[config.mk]
export PLATFORM = sky130hd
export DESIGN_NAME = axi_lite_regs
export DESIGN_NICKNAME = d
export VERILOG_FILES = /design/src/rtl/spi_axi_pkg.sv /design/src/rtl/axi_lite_regs.sv
export SDC_FILE = /design/constraint.sdc
export NUM_CORES = 1
export LEC_CHECK = 0
export ABC_CLOCK_PERIOD_IN_PS = 18200
export BUFFER_PORTS_ARGS = -buffer_cell sky130_fd_sc_hd__buf_2
export CORE_AREA = 2 2 357 359
export CTS_CLUSTER_DIAMETER = 30
export DETAILED_ROUTE_END_ITERATION = 10
export DIE_AREA = 0 0 359 361
export SYNTH_ARGS = -nofsm -noshare
export SYNTH_HDL_FRONTEND = slang
export SYNTH_SLANG_ARGS = --single-unit
[constraint.sdc]
create_clock -name aclk -period 18.2 [get_ports aclk]
set_clock_uncertainty 0.15 [all_clocks]
set_input_delay 1.82 -clock aclk [delete_from_list [all_inputs] [get_ports aclk]]
set_output_delay 1.82 -clock aclk [all_outputs]
set_load 0.02 [all_outputs]
[src/rtl/spi_axi_pkg.sv]
// Shared definitions for the AXI4-Lite register block: response codes,
// register-map word offsets, the unmapped-read sentinel, FSM state types and
// a byte-strobe helper.
// Optional feature macro: AXI_LITE_REGS_WSTRB_EN (uses strb_to_mask).
package spi_axi_pkg;

   localparam logic [1:0] RESP_OKAY   = 2'b00;
   localparam logic [1:0] RESP_EXOKAY = 2'b01;
   localparam logic [1:0] RESP_SLVERR = 2'b10;
   localparam logic [1:0] RESP_DECERR = 2'b11;

   // Word offsets (byte address bits [13:2])
   localparam logic [11:0] WORD_ID        = 12'h000;
   localparam logic [11:0] WORD_SCRATCH   = 12'h001;
   localparam logic [11:0] WORD_CTRL_BASE = 12'h010;
   localparam logic [11:0] WORD_STAT_BASE = 12'h020;
   localparam int          NUM_STAT       = 16;

   localparam logic [31:0] DECERR_DATA = 32'hDEADBEEF;

   typedef enum logic {W_IDLE = 1'b0, W_RESP = 1'b1} w_state_t;
   typedef enum logic {R_IDLE = 1'b0, R_DATA = 1'b1} r_state_t;

   function automatic logic [31:0] strb_to_mask(input logic [3:0] strb);
      return {{8{strb[3]}}, {8{strb[2]}}, {8{strb[1]}}, {8{strb[0]}}};
   endfunction

endpackage

[src/rtl/axi_lite_regs.sv]
// AXI4-Lite slave register block.
//   0x000 ID (RO), 0x001 scratch (RW), 0x010.. ctrl[NUM_CTRL] (RW),
//   0x020..0x02F stat_in words (RO); everything else decodes to DECERR.
// Ports:
//   aclk, areset            clock, async active-high reset
//   s_axi_aw*/w*/b*         write address / data / response channels
//   s_axi_ar*/r*            read address / data channels
//   ctrl_regs               ctrl register contents, word i at [i*32 +: 32]
//   ctrl_wr                 one-cycle pulse per ctrl register on write
//   stat_in                 16 read-only status words, word i at [i*32 +: 32]
// Build option: define AXI_LITE_REGS_WSTRB_EN to honour s_axi_wstrb byte
// lanes; otherwise every write replaces the full word.
//
// Write FSM             | Read FSM
//   state  | meaning    |   state  | meaning
//   W_IDLE | collecting AW and W (any order)
//   W_RESP | write done, bvalid held until bready
//   R_IDLE | arready high, waiting for AR
//   R_DATA | rvalid held until rready
module axi_lite_regs
   import spi_axi_pkg::*;
#(
   parameter int          NUM_CTRL = 8,
   parameter logic [31:0] ID_VALUE = 32'h5A5A_0001
) (
   input  logic                     aclk,
   input  logic                     areset,
   input  logic [31:0]              s_axi_awaddr,
   input  logic [2:0]               s_axi_awprot,
   input  logic                     s_axi_awvalid,
   output logic                     s_axi_awready,
   input  logic [31:0]              s_axi_wdata,
   input  logic [3:0]               s_axi_wstrb,
   input  logic                     s_axi_wvalid,
   output logic                     s_axi_wready,
   output logic [1:0]               s_axi_bresp,
   output logic                     s_axi_bvalid,
   input  logic                     s_axi_bready,
   input  logic [31:0]              s_axi_araddr,
   input  logic [2:0]               s_axi_arprot,
   input  logic                     s_axi_arvalid,
   output logic                     s_axi_arready,
   output logic [31:0]              s_axi_rdata,
   output logic [1:0]               s_axi_rresp,
   output logic                     s_axi_rvalid,
   input  logic                     s_axi_rready,
   output logic [NUM_CTRL*32-1:0]   ctrl_regs,
   output logic [NUM_CTRL-1:0]      ctrl_wr,
   input  logic [16*32-1:0]         stat_in
);

   w_state_t                  w_state_q, w_state_d;
   logic                      aw_held_q, aw_held_d, w_held_q, w_held_d;
   logic                      awready_q, awready_d, wready_q, wready_d;
   logic [11:0]               awword_q, awword_d;
   logic [31:0]               wdata_q, wdata_d;
   logic                      bvalid_q, bvalid_d;
   logic [1:0]                bresp_q, bresp_d;
   logic [31:0]               scratch_q, scratch_d;
   logic [NUM_CTRL-1:0][31:0] ctrl_q, ctrl_d;
   logic [NUM_CTRL-1:0]       ctrl_wr_q, ctrl_wr_d;

   r_state_t                  r_state_q, r_state_d;
   logic                      arready_q, arready_d, rvalid_q, rvalid_d;
   logic [31:0]               rdata_q, rdata_d;
   logic [1:0]                rresp_q, rresp_d;

   logic                      aw_hs, w_hs, wr_commit;
   logic [11:0]               wr_word, ar_word;
   logic [31:0]               wr_data, wr_mask;

`ifdef AXI_LITE_REGS_WSTRB_EN
   logic [3:0]                wstrb_q, wstrb_d;
`else
   logic                      unused_wstrb;
   assign unused_wstrb = ^s_axi_wstrb;
`endif

   logic unused_inputs;
   assign unused_inputs = ^{s_axi_awprot, s_axi_arprot,
                            s_axi_awaddr[31:14], s_axi_awaddr[1:0],
                            s_axi_araddr[31:14], s_axi_araddr[1:0]};

   // Commit happens on the same edge that completes the second of AW/W, so
   // the write takes either the held copy or the live bus value.
   always_comb begin
      w_state_d = w_state_q;
      aw_held_d = aw_held_q;
      w_held_d  = w_held_q;
      awready_d = awready_q;
      wready_d  = wready_q;
      awword_d  = awword_q;
      wdata_d   = wdata_q;
      bvalid_d  = bvalid_q;
      bresp_d   = bresp_q;
      scratch_d = scratch_q;
      ctrl_d    = ctrl_q;
      ctrl_wr_d = '0;
`ifdef AXI_LITE_REGS_WSTRB_EN
      wstrb_d   = wstrb_q;
      wr_mask   = strb_to_mask(w_held_q ? wstrb_q : s_axi_wstrb);
`else
      wr_mask   = 32'hFFFF_FFFF;
`endif
      aw_hs     = s_axi_awvalid && awready_q;
      w_hs      = s_axi_wvalid && wready_q;
      wr_word   = aw_held_q ? awword_q : s_axi_awaddr[13:2];
      wr_data   = w_held_q ? wdata_q : s_axi_wdata;
      wr_commit = 1'b0;

      case (w_state_q)
         W_IDLE: begin
            if (aw_hs) begin
               aw_held_d = 1'b1;
               awword_d  = s_axi_awaddr[13:2];
            end
            if (w_hs) begin
               w_held_d = 1'b1;
               wdata_d  = s_axi_wdata;
`ifdef AXI_LITE_REGS_WSTRB_EN
               wstrb_d  = s_axi_wstrb;
`endif
            end
            wr_commit = (aw_held_q || aw_hs) && (w_held_q || w_hs);
            if (wr_commit) begin
               aw_held_d = 1'b0;
               w_held_d  = 1'b0;
               awready_d = 1'b0;
               wready_d  = 1'b0;
               bvalid_d  = 1'b1;
               w_state_d = W_RESP;
               bresp_d   = RESP_DECERR;
               if (wr_word == WORD_ID || wr_word[11:4] == WORD_STAT_BASE[11:4]) begin
                  bresp_d = RESP_SLVERR;
               end else if (wr_word == WORD_SCRATCH) begin
                  bresp_d   = RESP_OKAY;
                  scratch_d = (scratch_q & ~wr_mask) | (wr_data & wr_mask);
               end
               for (int i = 0; i < NUM_CTRL; i++) begin
                  if (wr_word == WORD_CTRL_BASE + 12'(i)) begin
                     bresp_d      = RESP_OKAY;
                     ctrl_d[i]    = (ctrl_q[i] & ~wr_mask) | (wr_data & wr_mask);
                     ctrl_wr_d[i] = 1'b1;
                  end
               end
            end else begin
               // Also raises the readies on the first edge out of reset.
               awready_d = !aw_held_d;
               wready_d  = !w_held_d;
            end
         end
         W_RESP: begin
            if (s_axi_bready) begin
               bvalid_d  = 1'b0;
               awready_d = 1'b1;
               wready_d  = 1'b1;
               w_state_d = W_IDLE;
            end
         end
         default: w_state_d = W_IDLE;
      endcase
   end

   // Read mux sees register _q values, so a read sampled on a commit edge
   // returns the pre-write contents.
   always_comb begin
      r_state_d = r_state_q;
      arready_d = arready_q;
      rvalid_d  = rvalid_q;
      rdata_d   = rdata_q;
      rresp_d   = rresp_q;
      ar_word   = s_axi_araddr[13:2];

      case (r_state_q)
         R_IDLE: begin
            if (s_axi_arvalid && arready_q) begin
               arready_d = 1'b0;
               rvalid_d  = 1'b1;
               r_state_d = R_DATA;
               rdata_d   = DECERR_DATA;
               rresp_d   = RESP_DECERR;
               if (ar_word == WORD_ID) begin
                  rdata_d = ID_VALUE;
                  rresp_d = RESP_OKAY;
               end else if (ar_word == WORD_SCRATCH) begin
                  rdata_d = scratch_q;
                  rresp_d = RESP_OKAY;
               end
               for (int i = 0; i < NUM_CTRL; i++) begin
                  if (ar_word == WORD_CTRL_BASE + 12'(i)) begin
                     rdata_d = ctrl_q[i];
                     rresp_d = RESP_OKAY;
                  end
               end
               for (int i = 0; i < NUM_STAT; i++) begin
                  if (ar_word == WORD_STAT_BASE + 12'(i)) begin
                     rdata_d = stat_in[i*32 +: 32];
                     rresp_d = RESP_OKAY;
                  end
               end
            end else begin
               arready_d = 1'b1;
            end
         end
         R_DATA: begin
            if (s_axi_rready) begin
               rvalid_d  = 1'b0;
               arready_d = 1'b1;
               r_state_d = R_IDLE;
            end
         end
         default: r_state_d = R_IDLE;
      endcase
   end

   always_ff @(posedge aclk or posedge areset) begin
      if (areset) begin
         w_state_q <= W_IDLE;
         aw_held_q <= 1'b0;
         w_held_q  <= 1'b0;
         awready_q <= 1'b0;
         wready_q  <= 1'b0;
         awword_q  <= '0;
         wdata_q   <= '0;
         bvalid_q  <= 1'b0;
         bresp_q   <= RESP_OKAY;
         scratch_q <= '0;
         ctrl_q    <= '0;
         ctrl_wr_q <= '0;
`ifdef AXI_LITE_REGS_WSTRB_EN
         wstrb_q   <= '0;
`endif
         r_state_q <= R_IDLE;
         arready_q <= 1'b0;
         rvalid_q  <= 1'b0;
         rdata_q   <= '0;
         rresp_q   <= RESP_OKAY;
      end else begin
         w_state_q <= w_state_d;
         aw_held_q <= aw_held_d;
         w_held_q  <= w_held_d;
         awready_q <= awready_d;
         wready_q  <= wready_d;
         awword_q  <= awword_d;
         wdata_q   <= wdata_d;
         bvalid_q  <= bvalid_d;
         bresp_q   <= bresp_d;
         scratch_q <= scratch_d;
         ctrl_q    <= ctrl_d;
         ctrl_wr_q <= ctrl_wr_d;
`ifdef AXI_LITE_REGS_WSTRB_EN
         wstrb_q   <= wstrb_d;
`endif
         r_state_q <= r_state_d;
         arready_q <= arready_d;
         rvalid_q  <= rvalid_d;
         rdata_q   <= rdata_d;
         rresp_q   <= rresp_d;
      end
   end

   assign s_axi_awready = awready_q;
   assign s_axi_wready  = wready_q;
   assign s_axi_bvalid  = bvalid_q;
   assign s_axi_bresp   = bresp_q;
   assign s_axi_arready = arready_q;
   assign s_axi_rvalid  = rvalid_q;
   assign s_axi_rdata   = rdata_q;
   assign s_axi_rresp   = rresp_q;
   assign ctrl_regs     = ctrl_q;
   assign ctrl_wr       = ctrl_wr_q;

endmodule

==> key figures, run 1 <==
Worst hold path
  – Min-Delay Endpoint: s_axi_bresp[1]
  – Hold Crit Depth: 1
  – HP Class: reg -> reg
  – Worst Min Path Start: s_axi_bresp[1]

Synth
  – Syn Std Cell Area: 22,200 sq um
  – Post-Synthesis Net Count: 3,192
  – Seq cells post-synth: 384
  – Cells after Synth: 2,567
  – Yosys warning total: 0
  – Yosys cell types: 81
  – Post-synth EDFFs: 0
  – Syn_area_per_cell: 8.63 sq um
  – FFs w/ async S/R, synth: 100%
  – Sequential-to-total area share from yosys stat: 43.4%
  – Top FF cell, synth: dfrtp_1

Global routing
  – Gr ovfl total: 0
  – Gr usage total: 26.5%
  – Vias in the first global route: 25,900
  – Initial antenna violation count: 93
  – First-pass GRT wire length: 235,000 um
  – Largest net degree at the start of global routing: 154

Timing
  – RSZ-0062 raised after global routing: false
  – FMAX: 169 MHz
  – Setup TNS: 0 ns
  – Fin crit period: 5.92 ns
  – Tcrit/Tclk final: 32.5%
  – Final worst slack: 12.28 ns
  – Max-slew violation count: 0
  – Slew HR: 4.32%
  – Final-report setup violation count: 0
  – Slew at the pin with the worst max-slew slack: 1.40 ns
  – Hold Fails Final Rpt: 0

Placed design
  – GP Congestion: 0.983
  – Final HPWL DP: 142,000 um
  – IO Port Bufs: 879
  – Place WS: 11.59 ns

Detailed routing
  – Mean number of vias per cell: 5.32
  – Final ANT Viol Nets: 0
  – Pre-Repair DR Iteration Count: 8
  – Final WL: 179,000 um
  – Via count: 27,800
  – Drt drc: 0
  – DRT iter0 DRCs: 3,632
  – WL/cell: 34.3 um

Power
  – P_int: 0.00261 W
  – Seq pwr share: 27.4%
  – Comb pwr share: 20.7%
  – Clock power frac: 51.8%
  – Sw power: 0.00122 W
  – Sw Share: 31.9%
  – Lkg Pwr: 15.3 nW
  – Worst vdd ir: 0.000132 V
  – Power Dens Cells: 118 nW/um^2

Floorplan
  – Core area: 125,000 sq um
  – Vert. Die Dim: 361 um
  – Die area: 130,000 sq um
  – Width of the die: 359 um
  – Initial Util: 17.7%
  – Ports: 930
  – Site row count: 130

Run
  – Max cap viols: 0

Clock network
  – CTS tree: yes
  – CTS clk-pin slew, worst paths: 0.04 ns
  – H-tree levels: 3
  – Postcts setup bufs: 0
  – Worst-Skew Late Latency: 0.71 ns
  – Hold buffer count at cts: 0
  – CTS Sinks: 384
  – Max clock buf depth: 3
  – Root Driver: clkbuf_16
  – CTS Buf Count: 107
  – Post_cts resized: 0

Layout
  – Commonest cells after routing, fill and taps aside: buf_2, nor2_1, a21oi_1
  – Nets: 4,072
  – P&R area growth vs syn: 47.1%
  – Share of cells above drive strength 1: 36.0%
  – Commonest non-fill, non-tap cell in the layout: buf_2
  – Filler cells: 13,700

Setup path
  – Worst Path Arrival: 6.42 ns
  – Flop2flop setup slack: 14.62 ns
  – R2R depth: 8
  – Crit path capture type: register
  – Worst-path fanout max: 15
  – Worst Path Required: 18.70 ns
  – Crit path launch type: input pin
  – Origin of the critical flop-to-flop path: aw_held_q
  – Critical path class: in -> reg
  – R2R Path End: ctrl_regs[97]
  – Crit path from: s_axi_araddr[6]

Outcome
  – Run status: finished clean
worst max path at each step:
| stage | to | slack (ns) | cells after the start |
|---|---|---|---|
| after floorplan | aw_held_q | 5.56 | 1 |
| after global placement | s_axi_rdata[2] | 11.61 | 9 |
| after detailed placement | s_axi_rdata[2] | 11.59 | 9 |
| after CTS | s_axi_rdata[2] | 12.37 | 9 |
| after global routing | s_axi_rdata[2] | 12.23 | 9 |
| final | s_axi_rdata[2] | 12.28 | 9 |
power groups by stage:
stage	sequential (W)	combinational [W]	clock, W
global route	0.00106	0.000834	0.00206
global placement	0.00105	0.000775	0
detailed placement	0.00106	0.000783	0
finish	0.00105	0.000796	0.00199
floorplan	0.00109	0.000358	0
CTS	0.00105	0.000785	0.00201
kinds of logic after synthesis:
family | count (synthesis) | synth area share (%)
AO/OA/AOI/OAI | 1036 | 30.1
buffers and inverters | 234 | 4.67
flip-flops | 384 | 43.4
multiplexers | 96 | 4.59
AND/OR/NAND/NOR | 817 | 17.3
per-stage QoR:
step / total power (W) / hold WS [ns] / instance area (sq um) / util [%] / std cells
after global routing: 0.00395 / 0.342 / 32600 / 26.0 / 5212
after global placement: 0.00183 / 0.309 / 28700 / 22.9 / 4987
after CTS: 0.00385 / 0.320 / 32500 / 25.9 / 5187
after floorplan: 0.00145 / 0.291 / 22200 / - / 2567
after detailed placement: 0.00184 / 0.310 / 28700 / 22.9 / 4988
final: 0.00384 / 0.316 / 32600 / 26.0 / 5223
sequential cells by signal, indices dropped and copies added (netlist names):
| register | count |
|---|---|
| scratch_q | 32 |
| s_axi_wready | 1 |
| awword_q | 12 |
| s_axi_arready | 1 |
| ctrl_regs | 256 |
| s_axi_bresp | 2 |
| s_axi_awready | 1 |
| s_axi_bvalid | 1 |
| s_axi_rresp | 1 |
| wdata_q | 32 |
| w_held_q | 1 |
| aw_held_q | 1 |
| ctrl_wr | 8 |
| r_state_q | 1 |
| s_axi_rvalid | 1 |
| s_axi_rdata | 32 |
| w_state_q | 1 |
routing by layer:
metal	share of wire [%]	vias to the layer above	track usage, %
met1	40	13800	33.4
met4	4.8	62	12.3
met2	44	1968	40.3
li1	-	11500	-
met5	0.21	-	0
met3	11	419	9.54
final cells by class:
cell class,instances,area [sq um],area share [%]
well taps,1650,2060,6.33
repair buffers,988,5240,16.1
clock inverters,46,736,2.26
inverters,17,71.3,0.219
diodes,36,90.1,0.276
clock buffers,153,3090,9.49
flip-flops and latches,384,9610,29.5
multi-input cells,1949,11700,35.9
Yosys cell counts (13+ instances only):
library cell | number | share of area [%]
nand2_1 | 167 | 2.8
nor2b_1 | 15 | 0.42
o22ai_1 | 77 | 2.2
nand4_1 | 35 | 0.99
a31oi_1 | 19 | 0.54
dfrtp_1 | 384 | 43
o21ai_1 | 21 | 0.47
nand3_1 | 35 | 0.79
o211ai_1 | 26 | 0.88
nor2_1 | 430 | 7.3
a222oi_1 | 16 | 0.72
nand2b_1 | 19 | 0.54
o21ai_0 | 129 | 2.9
nor3_1 | 32 | 0.72
buf_1 | 13 | 0.22
mux2_2 | 45 | 2.3
inv_1 | 16 | 0.27
a221oi_1 | 50 | 2.0
a22oi_1 | 49 | 1.7
mux2i_1 | 51 | 2.3
a21oi_1 | 410 | 9.3
o221ai_1 | 52 | 2.1
buf_2 | 89 | 2.0
a2111oi_0 | 30 | 1.2
clkbuf_1 | 107 | 1.8
a211oi_1 | 28 | 0.95
worst max-delay path, cell delays in order:
cell and delay, ns:
buf_2 0.28, or4b_1 0.84, nor3_4 0.72, buf_4 0.43
a21oi_1 0.13, a211oi_1 0.58, a2111oi_0 0.26, a2111oi_1 1.08
o31a_1 0.23
(Power assumes the default switching activity.)
==> inputs of run 2 (changes only) <==
--- a/config.mk
+++ b/config.mk
@@ -5,7 +5,7 @@
 export SDC_FILE = /design/constraint.sdc
 export NUM_CORES = 1
 export LEC_CHECK = 0
-export ABC_CLOCK_PERIOD_IN_PS = 18200
+export ABC_CLOCK_PERIOD_IN_PS = 5800
 export BUFFER_PORTS_ARGS = -buffer_cell sky130_fd_sc_hd__buf_2
 export CORE_AREA = 2 2 357 359
 export CTS_CLUSTER_DIAMETER = 30
==> constraint.sdc (replaced) <==
create_clock -name aclk -period 5.8 [get_ports aclk]
set_clock_uncertainty 0.15 [all_clocks]
set_input_delay 0.58 -clock aclk [delete_from_list [all_inputs] [get_ports aclk]]
set_output_delay 0.58 -clock aclk [all_outputs]
set_load 0.02 [all_outputs]
==> run 2 against run 1 <==
Core utilization increased by 0.90 points; global-route usage increased by 0.69 points; via count increased by 1.1%; final area increased by 3.5%; sequential share of layout area decreased by 0.99 points; clock-buffer cell count decreased by 9; combinational power increased to 3.2 times the previous value; wire length increased by 1.9%; first-iteration DRC count increased by 1.2%; clock power increased to 3.3 times the previous value; final cell count increased by 2.3%; critical endpoint is now s_axi_rdata[21]; largest cell class unchanged.
==> key figures, run 2 (synthesized netlist as in run 1, its figures left out) <==
Global routing
  – First-pass GRT wire length: 241,000 um
  – Gr usage total: 27.2%
  – Gr ovfl total: 0
  – Initial antenna violation count: 105
  – Vias in the first global route: 26,600
  – Largest net degree at the start of global routing: 148

Placed design
  – Placement Cell Area: 29,100 sq um
  – IO Port Bufs: 879
  – Place WS: 1.05 ns
  – Final HPWL DP: 148,000 um
  – GP Congestion: 1.01

Layout
  – Share of cells above drive strength 1: 36.8%
  – P&R area growth vs syn: 52.3%
  – Nets: 4,171
  – Commonest non-fill, non-tap cell in the layout: buf_2
  – Filler cells: 13,600
  – Commonest cells after routing, fill and taps aside: buf_2, nor2_1, a21oi_1
  – Fin area: 33,700 sq um
  – Number of flip-flops under the largest register name: 256
  – Util after Layout: 26.9%

Timing
  – Final-report setup violation count: 0
  – RSZ-0062 raised after global routing: false
  – FMAX: 242 MHz
  – Slew at the pin with the worst max-slew slack: 1.24 ns
  – Fin crit period: 4.14 ns
  – Setup TNS: 0 ns
  – Hold Fails Final Rpt: 0
  – Final worst slack: 1.66 ns
  – Max-slew violation count: 0
  – Hold Worst Slack: 0.0639 ns
  – Tcrit/Tclk final: 71.4%
  – Slew HR: 15.1%

Floorplan
  – Initial Util: 17.7%
  – Site row count: 130
  – Width of the die: 359 um
  – Die area: 130,000 sq um
  – Core area: 125,000 sq um
  – Ports: 930
  – Vert. Die Dim: 361 um

Clock network
  – CTS Buf Count: 115
  – CTS tree: yes
  – Root Driver: clkbuf_16
  – CTS Sinks: 384
  – H-tree levels: 3
  – CTS clk-pin slew, worst paths: 0.04 ns
  – Max clock buf depth: 3
  – Post_cts resized: 0
  – Worst-Skew Late Latency: 0.73 ns

Setup path
  – Worst-path fanout max: 20
  – Worst path bufs/invs: 2
  – Slowest CP cell: o221ai_1
  – Crit path capture type: register
  – Worst Path Required: 6.26 ns
  – Critical path class: in -> reg
  – CP peak stage delay: 1.14 ns
  – R2R depth: 8
  – Crit path launch type: input pin
  – R2R Path End: ctrl_regs[109]
  – Worst Path Arrival: 4.60 ns
  – Cell breakdown of the critical path: buf_2 -> nor2b_1 -> buf_4 -> nand4_1 -> o221ai_1 -> a2111oi_0 -> o21ai_0 -> o311a_1 -> o31ai_1
  – CP delay by family, top: compound AO/OA/AOI/OAI gates
  – Flop2flop setup slack: 2.10 ns
  – Origin of the critical flop-to-flop path: aw_held_q

Detailed routing
  – Drt drc: 0
  – Final ANT Viol Nets: 0
  – Mean number of vias per cell: 5.26
  – Via count: 28,100
  – DRT iter0 DRCs: 3,674
  – Final WL: 183,000 um
  – WL/cell: 34.2 um
  – Pre-Repair DR Iteration Count: 7

Power
  – Worst vdd ir: 0.000332 V
  – P_int: 0.00844 W
  – Lkg Pwr: 15.8 nW
  – Comb pwr share: 20.5%
  – Sw Share: 31.9%
  – Sw power: 0.00396 W
  – Seq pwr share: 26.6%
  – Clock power frac: 52.9%
  – Power Dens Cells: 368 nW/um^2

Worst hold path
  – Worst Min Path Start: stat_in[341]
  – Min-Delay Endpoint: s_axi_rdata[21]
  – Hold Crit Depth: 3
  – HP Class: in -> reg

Outcome
  – Run status: finished clean

Run
  – Max cap viols: 0
## run 2: cell count changes in the layout (fill, tap and decap cells not counted), moves of 3 or more
cell           change
buf_4             +37
clkinvlp_4         +5
a2111oi_0          +3
dlygate4sd3_1     +48
clkbuf_1          -12
clkinv_2          +11
buf_12             +6
clkbuf_8           -5
diode_2           +19
clkbuf_16          +8
## run 2: worst max-delay path by stage
stage,startpoint,to,cells past startpoint
detailed placement,s_axi_araddr[3],s_axi_rdata[6],10
CTS,s_axi_araddr[3],s_axi_rdata[6],10
global route,s_axi_araddr[4],s_axi_rdata[21],9
finish,s_axi_araddr[4],s_axi_rdata[21],9
global placement,s_axi_araddr[3],s_axi_rdata[0],10
floorplan,areset,aw_held_q,1
## run 2: area by class of cell
| cell class | count | area, sq um | area share [%] |
|---|---|---|---|
| inverters | 17 | 67.6 | 0.200 |
| repair buffers | 1079 | 6110 | 18.1 |
| flip-flops and latches | 384 | 9610 | 28.5 |
| clock buffers | 144 | 3180 | 9.43 |
| clock inverters | 64 | 871 | 2.58 |
| diodes | 55 | 138 | 0.408 |
| multi-input cells | 1949 | 11700 | 34.6 |
| well taps | 1650 | 2060 | 6.12 |
## run 2: metrics by stage
stage | power (W) | cells
after global routing | 0.0128 | 5312
after global placement | 0.00579 | 5031
final | 0.0124 | 5342
after detailed placement | 0.00582 | 5031
after CTS | 0.0125 | 5287
after floorplan | 0.00455 | 2567
## run 2: power groups by stage
stage,Clock [W],Sequential (W),Combinational [W]
global placement,0,0.00332,0.00248
CTS,0.00664,0.00330,0.00252
detailed placement,0,0.00333,0.00249
finish,0.00656,0.00330,0.00254
floorplan,0,0.00343,0.00112
global route,0.00679,0.00334,0.00269
## run 2: what timing repair did
| item | CTS | global route |
|---|---|---|
| hold buffers | 48 | 0 |
| hold endpoints to repair | 68 | 0 |
| buffers inserted | 0 | 0 |
## run 2: worst min-delay path, stage by stage
cell and delay [ns]:
buf_2 0.09, o21ai_0 0.17, o31ai_1 0.07
## run 2: per-layer routing
metal  wire, um  vias up  track usage (%)
met5        364        -                0
met4       8830       56             11.5
met3      21000      422             10.2
met2      80500     1941             42.2
met1      72100    13900             33.8
li1           -    11800                -
